`config.mk`:
```
export PLATFORM = sky130hd
export DESIGN_NAME = noc_packet_receiver_flat
export DESIGN_NICKNAME = d
export VERILOG_FILES = /design/src/rtl/noc_packet_receiver_if.sv /design/src/rtl/noc_packet_receiver.sv /design/src/flat_wrapper.sv
export SDC_FILE = /design/constraint.sdc
export NUM_CORES = 1
export LEC_CHECK = 0
export ABC_AREA = 1
export CAP_MARGIN = 20
export CELL_PAD_IN_SITES_DETAIL_PLACEMENT = 1
export CELL_PAD_IN_SITES_GLOBAL_PLACEMENT = 1
export CORE_MARGIN = 10
export CORE_UTILIZATION = 39
export CTS_BUF_LIST = sky130_fd_sc_hd__clkbuf_4 sky130_fd_sc_hd__clkbuf_8 sky130_fd_sc_hd__clkbuf_16
export CTS_CLUSTER_SIZE = 28
export DETAILED_ROUTE_END_ITERATION = 8
export GPL_ROUTABILITY_DRIVEN = 0
export PLACE_DENSITY_LB_ADDON = 0.1
export SKIP_CTS_REPAIR_TIMING = 1
export SKIP_LAST_GASP = 1
export SYNTH_ARGS = -nofsm -noshare
export SYNTH_HDL_FRONTEND = slang
export SYNTH_SLANG_ARGS = --single-unit
```
`constraint.sdc`:
```
create_clock -name noc_clk -period 2 [get_ports noc_clk]
set_input_delay 0.2 -clock noc_clk [delete_from_list [all_inputs] [get_ports noc_clk]]
set_output_delay 0.2 -clock noc_clk [all_outputs]
set_load 0.05 [all_outputs]
```
`src/rtl/noc_packet_receiver_if.sv`:
```
`default_nettype none
// ============================================================================
//  Module      : noc_packet_receiver_if
//  Description : Router-side flit link and consumer-side payload stream of the
//                NoC packet receiver.
//  Revision    : 1.0
// ============================================================================
`ifndef NOC_PKT_FORMAT_DEFINES
`define NOC_PKT_FORMAT_DEFINES
`define Noc_Data_Width   32
`define Noc_ID_X_Width   4
`define Noc_ID_Y_Width   4
`define Noc_Point_H      28
`define Noc_Source_Point 27
`define Axi_Len_Point    12
`define Noc_Point_E      8
`define Noc_Head_H       4'hA
`define Noc_Head_E       4'h5
`define Noc_Tail_H       4'hC
`define Noc_Tail_E       4'h3
`endif

interface noc_packet_receiver_if;
    logic                       receive_valid;
    logic                       receive_ready;
    logic [`Noc_Data_Width-1:0] receive_flit;
    logic                       receive_is_header;
    logic                       receive_is_tail;
    logic                       payload_valid;
    logic                       payload_ready;
    logic [`Noc_Data_Width-1:0] payload_data;
    logic                       payload_last;

    // Receiver view: sinks flits, sources the payload stream.
    modport slave (
        input  receive_valid, receive_flit, receive_is_header, receive_is_tail,
        output receive_ready,
        output payload_valid, payload_data, payload_last,
        input  payload_ready
    );

    modport master (
        output receive_valid, receive_flit, receive_is_header, receive_is_tail,
        input  receive_ready,
        input  payload_valid, payload_data, payload_last,
        output payload_ready
    );
endinterface

`default_nettype wire

```
`src/rtl/noc_packet_receiver.sv`:
```
`default_nettype none
// ============================================================================
//  Module      : noc_packet_receiver
//  Description : Local-port packet sink: checks framing/destination, streams
//                payload with a last flag, reports packet status and errors.
//  Revision    : 1.0
// ============================================================================
`ifndef NOC_PKT_FORMAT_DEFINES
`define NOC_PKT_FORMAT_DEFINES
`define Noc_Data_Width   32
`define Noc_ID_X_Width   4
`define Noc_ID_Y_Width   4
`define Noc_Point_H      28
`define Noc_Source_Point 27
`define Axi_Len_Point    12
`define Noc_Point_E      8
`define Noc_Head_H       4'hA
`define Noc_Head_E       4'h5
`define Noc_Tail_H       4'hC
`define Noc_Tail_E       4'h3
`endif

module noc_packet_receiver #(
    parameter logic [`Noc_ID_X_Width-1:0] X_ID        = '0,
    parameter logic [`Noc_ID_Y_Width-1:0] Y_ID        = '0,
    parameter int unsigned                MAX_PAYLOAD = 16
) (
    input  wire logic                      noc_clk,
    input  wire logic                      noc_rst_n,
    noc_packet_receiver_if.slave           link,
    output logic                           pkt_done,
    output logic [`Noc_ID_X_Width-1:0]     pkt_src_x,
    output logic [`Noc_ID_Y_Width-1:0]     pkt_src_y,
    output logic [7:0]                     pkt_len,
    output logic                           err_valid,
    output logic [2:0]                     err_code,
    output logic [15:0]                    pkt_count,
    output logic [15:0]                    err_count
);

    localparam int          c_xw        = `Noc_ID_X_Width;
    localparam int          c_yw        = `Noc_ID_Y_Width;
    localparam int          c_sp        = `Noc_Source_Point;
    localparam logic [8:0]  c_cnt_limit = 9'(MAX_PAYLOAD + 1);

    typedef enum logic [1:0] {
        S_IDLE    = 2'd0,
        S_PAYLOAD = 2'd1,
        S_DISCARD = 2'd2
    } state_t;

    state_t                     r_state;
    logic [8:0]                 r_cnt;
    logic                       r_hold_valid;
    logic [`Noc_Data_Width-1:0] r_hold_data;
    logic                       r_out_valid;
    logic [`Noc_Data_Width-1:0] r_out_data;
    logic                       r_out_last;
    logic [c_xw-1:0]            r_cur_x;
    logic [c_yw-1:0]            r_cur_y;

    logic [`Noc_Data_Width-1:0] w_flit;
    logic [3:0]                 w_mark_h;
    logic [3:0]                 w_mark_e;
    logic [c_xw-1:0]            w_src_x;
    logic [c_yw-1:0]            w_src_y;
    logic [c_xw-1:0]            w_dst_x;
    logic [c_yw-1:0]            w_dst_y;
    logic                       w_hdr_ok;
    logic                       w_tail_ok;
    logic                       w_accept;
    logic [8:0]                 w_cnt_inc;

    assign w_flit    = link.receive_flit;
    assign w_mark_h  = w_flit[`Noc_Data_Width-1:`Noc_Point_H];
    assign w_mark_e  = w_flit[`Axi_Len_Point-1:`Noc_Point_E];
    assign w_src_x   = w_flit[c_sp -: c_xw];
    assign w_src_y   = w_flit[c_sp-c_xw -: c_yw];
    assign w_dst_x   = w_flit[c_sp-c_xw-c_yw -: c_xw];
    assign w_dst_y   = w_flit[c_sp-2*c_xw-c_yw -: c_yw];
    // A flit flagged both header and tail never qualifies as a good header.
    assign w_hdr_ok  = link.receive_is_header && !link.receive_is_tail &&
                       (w_mark_h == `Noc_Head_H) && (w_mark_e == `Noc_Head_E) &&
                       (w_dst_x == X_ID) && (w_dst_y == Y_ID);
    assign w_tail_ok = (w_mark_h == `Noc_Tail_H) && (w_mark_e == `Noc_Tail_E);
    assign w_cnt_inc = r_cnt + 9'd1;

    // Hold register may only be refilled when its content can move to the output.
    assign link.receive_ready = !r_hold_valid || !r_out_valid || link.payload_ready;
    assign w_accept           = link.receive_valid && link.receive_ready;

    assign link.payload_valid = r_out_valid;
    assign link.payload_data  = r_out_data;
    assign link.payload_last  = r_out_last;

    function automatic logic [15:0] sat_inc(input logic [15:0] v);
        return (v == 16'hFFFF) ? v : v + 16'd1;
    endfunction

    always_ff @(posedge noc_clk or negedge noc_rst_n) begin
        if (!noc_rst_n) begin
            r_state      <= S_IDLE;
            r_cnt        <= '0;
            r_hold_valid <= 1'b0;
            r_hold_data  <= '0;
            r_out_valid  <= 1'b0;
            r_out_data   <= '0;
            r_out_last   <= 1'b0;
            r_cur_x      <= '0;
            r_cur_y      <= '0;
            pkt_done     <= 1'b0;
            pkt_src_x    <= '0;
            pkt_src_y    <= '0;
            pkt_len      <= '0;
            err_valid    <= 1'b0;
            err_code     <= '0;
            pkt_count    <= '0;
            err_count    <= '0;
        end else begin
            pkt_done  <= 1'b0;
            err_valid <= 1'b0;
            if (r_out_valid && link.payload_ready)
                r_out_valid <= 1'b0;

            if (w_accept) begin
                unique case (r_state)
                    S_IDLE: begin
                        if (link.receive_is_header) begin
                            r_cnt   <= '0;
                            r_cur_x <= w_src_x;
                            r_cur_y <= w_src_y;
                            if (w_hdr_ok) begin
                                r_state <= S_PAYLOAD;
                            end else begin
                                r_state   <= S_DISCARD;
                                err_valid <= 1'b1;
                                err_code  <= 3'd2;
                                err_count <= sat_inc(err_count);
                            end
                        end else begin
                            err_valid <= 1'b1;
                            err_code  <= 3'd1;
                            err_count <= sat_inc(err_count);
                        end
                    end

                    S_PAYLOAD: begin
                        if (link.receive_is_header) begin
                            // Missing tail: flush held flit as last, then start over on this header.
                            if (r_hold_valid) begin
                                r_out_valid <= 1'b1;
                                r_out_data  <= r_hold_data;
                                r_out_last  <= 1'b1;
                            end
                            r_hold_valid <= 1'b0;
                            r_cnt        <= '0;
                            r_cur_x      <= w_src_x;
                            r_cur_y      <= w_src_y;
                            r_state      <= w_hdr_ok ? S_PAYLOAD : S_DISCARD;
                            err_valid    <= 1'b1;
                            err_code     <= 3'd3;
                            err_count    <= sat_inc(err_count);
                        end else if (link.receive_is_tail) begin
                            if (r_hold_valid) begin
                                r_out_valid <= 1'b1;
                                r_out_data  <= r_hold_data;
                                r_out_last  <= 1'b1;
                            end
                            r_hold_valid <= 1'b0;
                            r_state      <= S_IDLE;
                            pkt_done     <= 1'b1;
                            pkt_src_x    <= r_cur_x;
                            pkt_src_y    <= r_cur_y;
                            pkt_len      <= r_cnt[7:0];
                            pkt_count    <= sat_inc(pkt_count);
                            if (!w_tail_ok) begin
                                err_valid <= 1'b1;
                                err_code  <= 3'd5;
                                err_count <= sat_inc(err_count);
                            end
                        end else if (w_cnt_inc == c_cnt_limit) begin
                            r_hold_valid <= 1'b0;
                            r_state      <= S_DISCARD;
                            err_valid    <= 1'b1;
                            err_code     <= 3'd4;
                            err_count    <= sat_inc(err_count);
                        end else begin
                            if (r_hold_valid) begin
                                r_out_valid <= 1'b1;
                                r_out_data  <= r_hold_data;
                                r_out_last  <= 1'b0;
                            end
                            r_cnt        <= w_cnt_inc;
                            r_hold_valid <= 1'b1;
                            r_hold_data  <= w_flit;
                        end
                    end

                    S_DISCARD: begin
                        if (link.receive_is_tail && !link.receive_is_header)
                            r_state <= S_IDLE;
                    end

                    default: r_state <= S_IDLE;
                endcase
            end
        end
    end

endmodule

`default_nettype wire

```
`src/flat_wrapper.sv`:
```
// flat-port wrapper written by rule: the top's interface ports become plain ports
module noc_packet_receiver_flat 
#(
    parameter logic [`Noc_ID_X_Width-1:0] X_ID        = '0,
    parameter logic [`Noc_ID_Y_Width-1:0] Y_ID        = '0,
    parameter int unsigned                MAX_PAYLOAD = 16
)
  (noc_clk, noc_rst_n, pkt_done, pkt_src_x, pkt_src_y, pkt_len, err_valid, err_code, pkt_count, err_count, link_receive_valid, link_receive_flit, link_receive_is_header, link_receive_is_tail, link_receive_ready, link_payload_valid, link_payload_data, link_payload_last, link_payload_ready);
  noc_packet_receiver_if link_i ();
  input  wire logic noc_clk;
  input  wire logic noc_rst_n;
  output logic pkt_done;
  output logic [`Noc_ID_X_Width-1:0] pkt_src_x;
  output logic [`Noc_ID_Y_Width-1:0] pkt_src_y;
  output logic [7:0] pkt_len;
  output logic err_valid;
  output logic [2:0] err_code;
  output logic [15:0] pkt_count;
  output logic [15:0] err_count;
  input wire logic [$bits(link_i.receive_valid)-1:0] link_receive_valid;
  input wire logic [$bits(link_i.receive_flit)-1:0] link_receive_flit;
  input wire logic [$bits(link_i.receive_is_header)-1:0] link_receive_is_header;
  input wire logic [$bits(link_i.receive_is_tail)-1:0] link_receive_is_tail;
  output wire logic [$bits(link_i.receive_ready)-1:0] link_receive_ready;
  output wire logic [$bits(link_i.payload_valid)-1:0] link_payload_valid;
  output wire logic [$bits(link_i.payload_data)-1:0] link_payload_data;
  output wire logic [$bits(link_i.payload_last)-1:0] link_payload_last;
  input wire logic [$bits(link_i.payload_ready)-1:0] link_payload_ready;
  assign link_i.receive_valid = link_receive_valid;
  assign link_i.receive_flit = link_receive_flit;
  assign link_i.receive_is_header = link_receive_is_header;
  assign link_i.receive_is_tail = link_receive_is_tail;
  assign link_receive_ready = link_i.receive_ready;
  assign link_payload_valid = link_i.payload_valid;
  assign link_payload_data = link_i.payload_data;
  assign link_payload_last = link_i.payload_last;
  assign link_i.payload_ready = link_payload_ready;
  noc_packet_receiver #(.X_ID(X_ID), .Y_ID(Y_ID), .MAX_PAYLOAD(MAX_PAYLOAD)) u_core (.noc_clk(noc_clk), .noc_rst_n(noc_rst_n), .link(link_i), .pkt_done(pkt_done), .pkt_src_x(pkt_src_x), .pkt_src_y(pkt_src_y), .pkt_len(pkt_len), .err_valid(err_valid), .err_code(err_code), .pkt_count(pkt_count), .err_count(err_count));
endmodule
```
# --- Yosys cells after proc, flatten, opt, wreduce, memory -nomap -nowiden ---
# Cells that the tools add are included.
classes:
  n_addsub: 3
  n_mul: 0
  div_mod_pow: 0
  magnitude_cmp: 0
  n_eq_ne: 17
  shifts: 0
  muxes: 58
  n_bitwise: 4
  n_reduce_logical: 31
op_table:
  columns: ["cell", "count"]
  rows:
  - ["$mux 32", 4]
  - ["$mux 16", 7]
  - ["$mux 9", 4]
  - ["$add 16x1->16 const B", 2]
  - ["$eq 16x16->1 const B", 2]
  - ["$pmux 16 s2", 1]
  - ["$mux 1", 26]
  - ["$reduce_and 5->1", 4]
  - ["$mux 3", 6]
  - ["$pmux 9 s2", 1]
  - ["$mux 2", 6]
  - ["$ne 3x3->1 const B", 4]
  - ["$reduce_and 4->1", 3]
  - ["$add 9x1->9 const B", 1]
  - ["$eq 9x5->1 const B", 1]
  - ["$logic_and 1x1->1", 9]
  - ["$eq 4x4->1 const B", 2]
  - ["$logic_not 4->1", 2]
  - ["$pmux 2 s3", 1]
  - ["$pmux 3 s2", 1]
  - ["$reduce_and 3->1", 2]
  - ["$eq 4x2->1 const B", 1]
  - ["$eq 4x3->1 const B", 1]
  - ["$logic_not 1->1", 4]
  - ["other kinds (14)", 18]
totals:
  regBits: 139
  latchBits: 0
  ramBits: 0
  rom_bits: 0
  inputBits: 38
  out_inout_bits: 88
  elab_cells: 130
  mem_count: 0

# --- Longest topological paths before layout ---
depth:
  ltp_word: 10
  depth_mapped: 14
  mapped_depth_nobuf: 13

# --- Least setup slack after synthesis ---
# Ideal clock, no wire load.
synth_path:
  kind: "register to register"
  start: "register u_core.pkt_count[0]"
  end: "register u_core.pkt_count[5]"
  setup_ns: 0.132
  arrival_time_ns: 2.006
  setup_slack_ns: -0.137
  stages_incl_launch_ff: 10
  n_path_buf: 1
  period_less_slack_ns: 2.137
  path_cell_list: "dfrtp_1 ha_1 inv_1 nor4_4 nand3_1 nor2_1 nor2_4 buf_2 nand2_1 o21ai_0"
synth_between:
  elab_chain_cells: 3
  word_cells_on_any_way: 4
synth_rtl:
  columns: ["item", "line", "rtl"]
  rows:
  - ["start: declaration", "noc_packet_receiver.sv:37", "output logic [15:0] pkt_count,"]
  - ["start signal: assignment", "noc_packet_receiver.sv:175", "pkt_count <= sat_inc(pkt_count);"]
  - ["branches (longest 3 deep; another with $add 16x1->16)", null, null]
# Several ways; the timed one is not identified.
# A chain may end at the register's enable or synchronous reset.

# --- Final worst setup path ---
layout_path:
  start: "register u_core.r_cnt[0]"
  end: "register u_core.r_hold_data[15]"
layout_between:
  elab_chain_cells: 4
layout_rtl:
  columns: ["item", "line", "rtl"]
  rows:
  - ["start: declaration", "noc_packet_receiver.sv:53", "logic [8:0] r_cnt;"]
  - ["start signal: assignment", "noc_packet_receiver.sv:193", "r_cnt <= w_cnt_inc;"]
  - ["$add 9x1->9", "noc_packet_receiver.sv:86", "assign w_cnt_inc = r_cnt + 9'd1;"]
  - ["$eq 9x5->1", "noc_packet_receiver.sv:181", "end else if (w_cnt_inc == c_cnt_limit) begin"]
  - ["$not 1->1 (no source line)", null, null]
  - ["$reduce_and 5->1 (no source line)", null, null]
  - ["end signal: assignment", "noc_packet_receiver.sv:195", "r_hold_data <= w_flit;"]
  - ["end: declaration", "noc_packet_receiver.sv:55", "logic [`Noc_Data_Width-1:0] r_hold_data;"]
# Every way passes these cells.

==> flow_metrics.py <==
metrics = {
    "setup_path": {
        "reg2reg_slack_ns": 0.06,
        "cp.buffers_inverters": 2,
        "cp-start-kind": "flop",
        "path_delay_family": "simple AND/OR/NAND/NOR gates",
        "startpoint": "u_core.r_cnt[0]$_DFFE_PN0P_",
        "critPathArrivalTime_ns": 2.24,
        "critical_path_required_ns": 2.30,
        "path_common_cell": "nand2_1",
        "cp-end-kind": "flop",
        "cp_max_fo": 8,
        "r2r-start": "u_core.r_cnt[0]$_DFFE_PN0P_",
        "cp_slowest_stage_delay_ns": 0.41,
        "crit_chain": "ha_4 -> nand2_4 -> nor2_4 -> nand2_1 -> nand2_1 -> nand2_2 -> nor2_4 -> nand3_4 -> nand2_8 -> clkinv_8 -> clkbuf_16 -> nand3_1 -> nand2_1",
        "endpoint": "u_core.r_hold_data[15]$_DFFE_PN0P_",
        "r2r_cells": 13,
        "worst-path-stages": 13,
        "crit_type": "reg -> reg",
        "crit_slowest_cell": "dfrtp_1",
        "r2r_end": "u_core.r_hold_data[15]$_DFFE_PN0P_",
    },
    "global_routing": {
        "grt_overflow_total": 0,
        "grt_use_met3_pct": 4.871,
        "grt-busiest-layer": "met2",
        "grt_pass1_wl_um": 32950,
        "antenna_found_initial": 0,
        "grt_max_degree": 50,
        "track_usage_pct": 17.92,
        "grt_pass1_vias": 6611,
        "gr-usage-met1_pct": 21.54,
        "grtUsageMet2_pct": 30.03,
    },
    "drt": {
        "vias": 6029,
        "drc": 0,
        "wl_per_cell_um": 17.48,
        "antenna_left": 0,
        "first_pass_iters": 4,
        "viasPerCell": 5.020,
        "wl_um": 20990,
        "drtIter0Drc": 282,
    },
    "sta": {
        "worst_slack_ns": 0.06002,
        "setup_violations": 0,
        "timing.fmax_mhz": 515.5,
        "hold_viol_final": 0,
        "finalSetupTns_ns": 0,
        "tightest_slew_ns": 0.5246,
        "fin_crit_sh_pct": 97.00,
        "rsz0062_at_grt": "true",
        "slew_violations": 0,
        "skew_ns": 0.01122,
        "relSlewSlack_pct": 64.91,
        "whs_ns": 0.2794,
        "period_needed_ns": 1.940,
    },
    "layout": {
        "layout.nets": 1005,
        "fin_area_um2": 9249,
        "final_cells": 1201,
        "area_growth_pct": 37.07,
        "layout-drive-gt1-share_pct": 15.08,
        "utilization_pct": 54.04,
    },
    "placement": {
        "place_area_um2": 8401,
        "dp_cells": 1157,
        "port_buffers": 125,
        "post-dp-hpwl_um": 14640,
        "post-place-ws_ns": -0.05035,
    },
    "pwr": {
        "intPower_mw": 5.101,
        "combPwrFrac_pct": 15.4,
        "powerDensity_nw_per_um2": 779.9,
        "p_sw_mw": 2.112,
        "vdd_drop_max_mv": 0.6820,
        "p_sw_share_pct": 29.28,
        "p_clk_share_pct": 41.7,
        "seqPwrFrac_pct": 42.9,
        "leakagePower_nw": 4.467,
        "finalPower_mw": 7.213,
    },
    "clocking": {
        "cts_htree_levels": 4,
        "tritoncts": "done",
        "clock_path_buffers": 2,
        "cts_sinks": 139,
        "cts-root-buf": "clkbuf_16",
        "cts_made_buffers": 17,
        "clk_pin_slew_ns": 0.06,
        "clock_latency_ns": 0.42,
    },
    "yosys": {
        "ys_warn_count": 0,
        "synth-seq-cells": 139,
        "synth_area_um2": 6748,
        "syn_nets": 848,
        "synthCells": 806,
        "yosysUniqueCellTypes": 39,
        "synth_area_per_cell_um2": 8.372,
        "ys_seq_area_share_pct": 51.55,
    },
    "flow_run": {
        "maxCapViolCount": 0,
    },
    "floorplan": {
        "num_io_pins": 126,
        "dieHeight_um": 151.5,
        "die-area_um2": 22960,
        "initial_core_util_pct": 39.42,
        "die_w_um": 151.5,
        "rows": 48,
        "core_um2": 17120,
    },
    "run_status": {
        "outcome": "complete, no violations",
    },
    "worst_hold_path": {
        "worst_hold_path_type": "in -> async",
    },
}
## state kept, by name, indices dropped and copies added, names as in the netlist, 8 cells and up
name	flops
u_core.pkt_count	16
u_core.r_hold_data	32
u_core.err_count	16
u_core.link.payload_data	32
u_core.pkt_len	8
u_core.r_cnt	9
## power groups by stage
stage / Sequential, mW / Clock [mW] / Combinational [mW]
4_1_cts: 3.10 / 3.09 / 1.09
2_1_floorplan: 3.34 / 0 / 0.415
3_5_place_dp: 3.14 / 0 / 1.08
6_report: 3.10 / 3.01 / 1.11
3_3_place_gp: 3.13 / 0 / 1.05
5_1_grt: 3.11 / 3.23 / 1.22
## metal layers
metal / vias to the layer above / routed length, um
met2: 124 / 10390
met1: 2965 / 9099
met4: 0 / 340
met5: - / 0
met3: 24 / 1157
li1: 2916 / -
## Yosys cell counts, drive strengths merged
| master | instances | area (um^2) |
|---|---|---|
| a21boi | 1 | 18.77 |
| a21oi | 8 | 43.79 |
| buf | 25 | 185.2 |
| clkbuf | 9 | 33.78 |
| clkinv | 1 | 3.750 |
| dfrtp | 139 | 3478 |
| ha | 4 | 50.05 |
| inv | 57 | 216.5 |
| mux2 | 3 | 33.78 |
| nand2 | 299 | 1199 |
| nand3 | 100 | 530.5 |
| nand3b | 2 | 15.01 |
| nand4 | 29 | 187.7 |
| nor2 | 53 | 239.0 |
| nor3 | 14 | 75.07 |
| nor4 | 4 | 40.04 |
| o211ai | 1 | 7.510 |
| o21ai | 30 | 153.9 |
| xnor2 | 9 | 78.83 |
| xor2 | 18 | 157.7 |
## cell usage in the layout, fill, tap and decap left out, drive strengths merged
cell type	n
mux2	3
diode	1
inv	59
dlygate4sd3	1
o21ai	30
ha	4
nand3	101
xor2	18
dfrtp	139
clkbuf	21
nand3b	2
nor3	14
clkinvlp	3
nand2	300
clkdlybuf4s50	122
bufinv	1
buf	44
xnor2	9
a21oi	8
nor2	53
a21boi	1
o211ai	1
clkinv	7
nor4	4
dlymetal6s2s	1
nand4	29
## cell families (layout without fill, tap and decap cells)
group,after synthesis,in the layout,share of synthesized area (%)
AND/OR/NAND/NOR,501,503,33.88
buffers and inverters,92,259,6.508
flip-flops,139,139,51.55
multiplexers,3,3,0.5006
other,0,1,0
AO/OA/AOI/OAI,40,40,3.319
XOR/XNOR,27,27,3.505
adder cells (fa/ha/maj),4,4,0.7417
## area by class of cell
type	instances	area, um^2
sequential	139	3482
antenna	1	2.502
clock buffer	19	440.4
inverter	58	232.7
timing repair buffer	170	1738
fill	2025	7868
multi-input combinational	577	2953
tap	225	281.5
clock inverter	12	118.9
## how the worst min path moves through the flow
stage / startpoint / endpoint / depth (start not counted) / slack, ns
6_report: noc_rst_n / u_core.pkt_count[3]$_DFFE_PN0P_ / 2 / 0.28
5_1_grt: noc_rst_n / u_core.pkt_count[3]$_DFFE_PN0P_ / 2 / 0.32
4_1_cts: noc_rst_n / u_core.pkt_count[3]$_DFFE_PN0P_ / 1 / -0.28
3_5_place_dp: noc_rst_n / u_core.pkt_count[3]$_DFFE_PN0P_ / 1 / 0.17
3_3_place_gp: noc_rst_n / u_core.pkt_count[4]$_DFFE_PN0P_ / 1 / 0.17
2_1_floorplan: noc_rst_n / u_core.err_code[0]$_DFFE_PN0P_ / 0 / -0.1
Power figures use the tool's default switching activity.
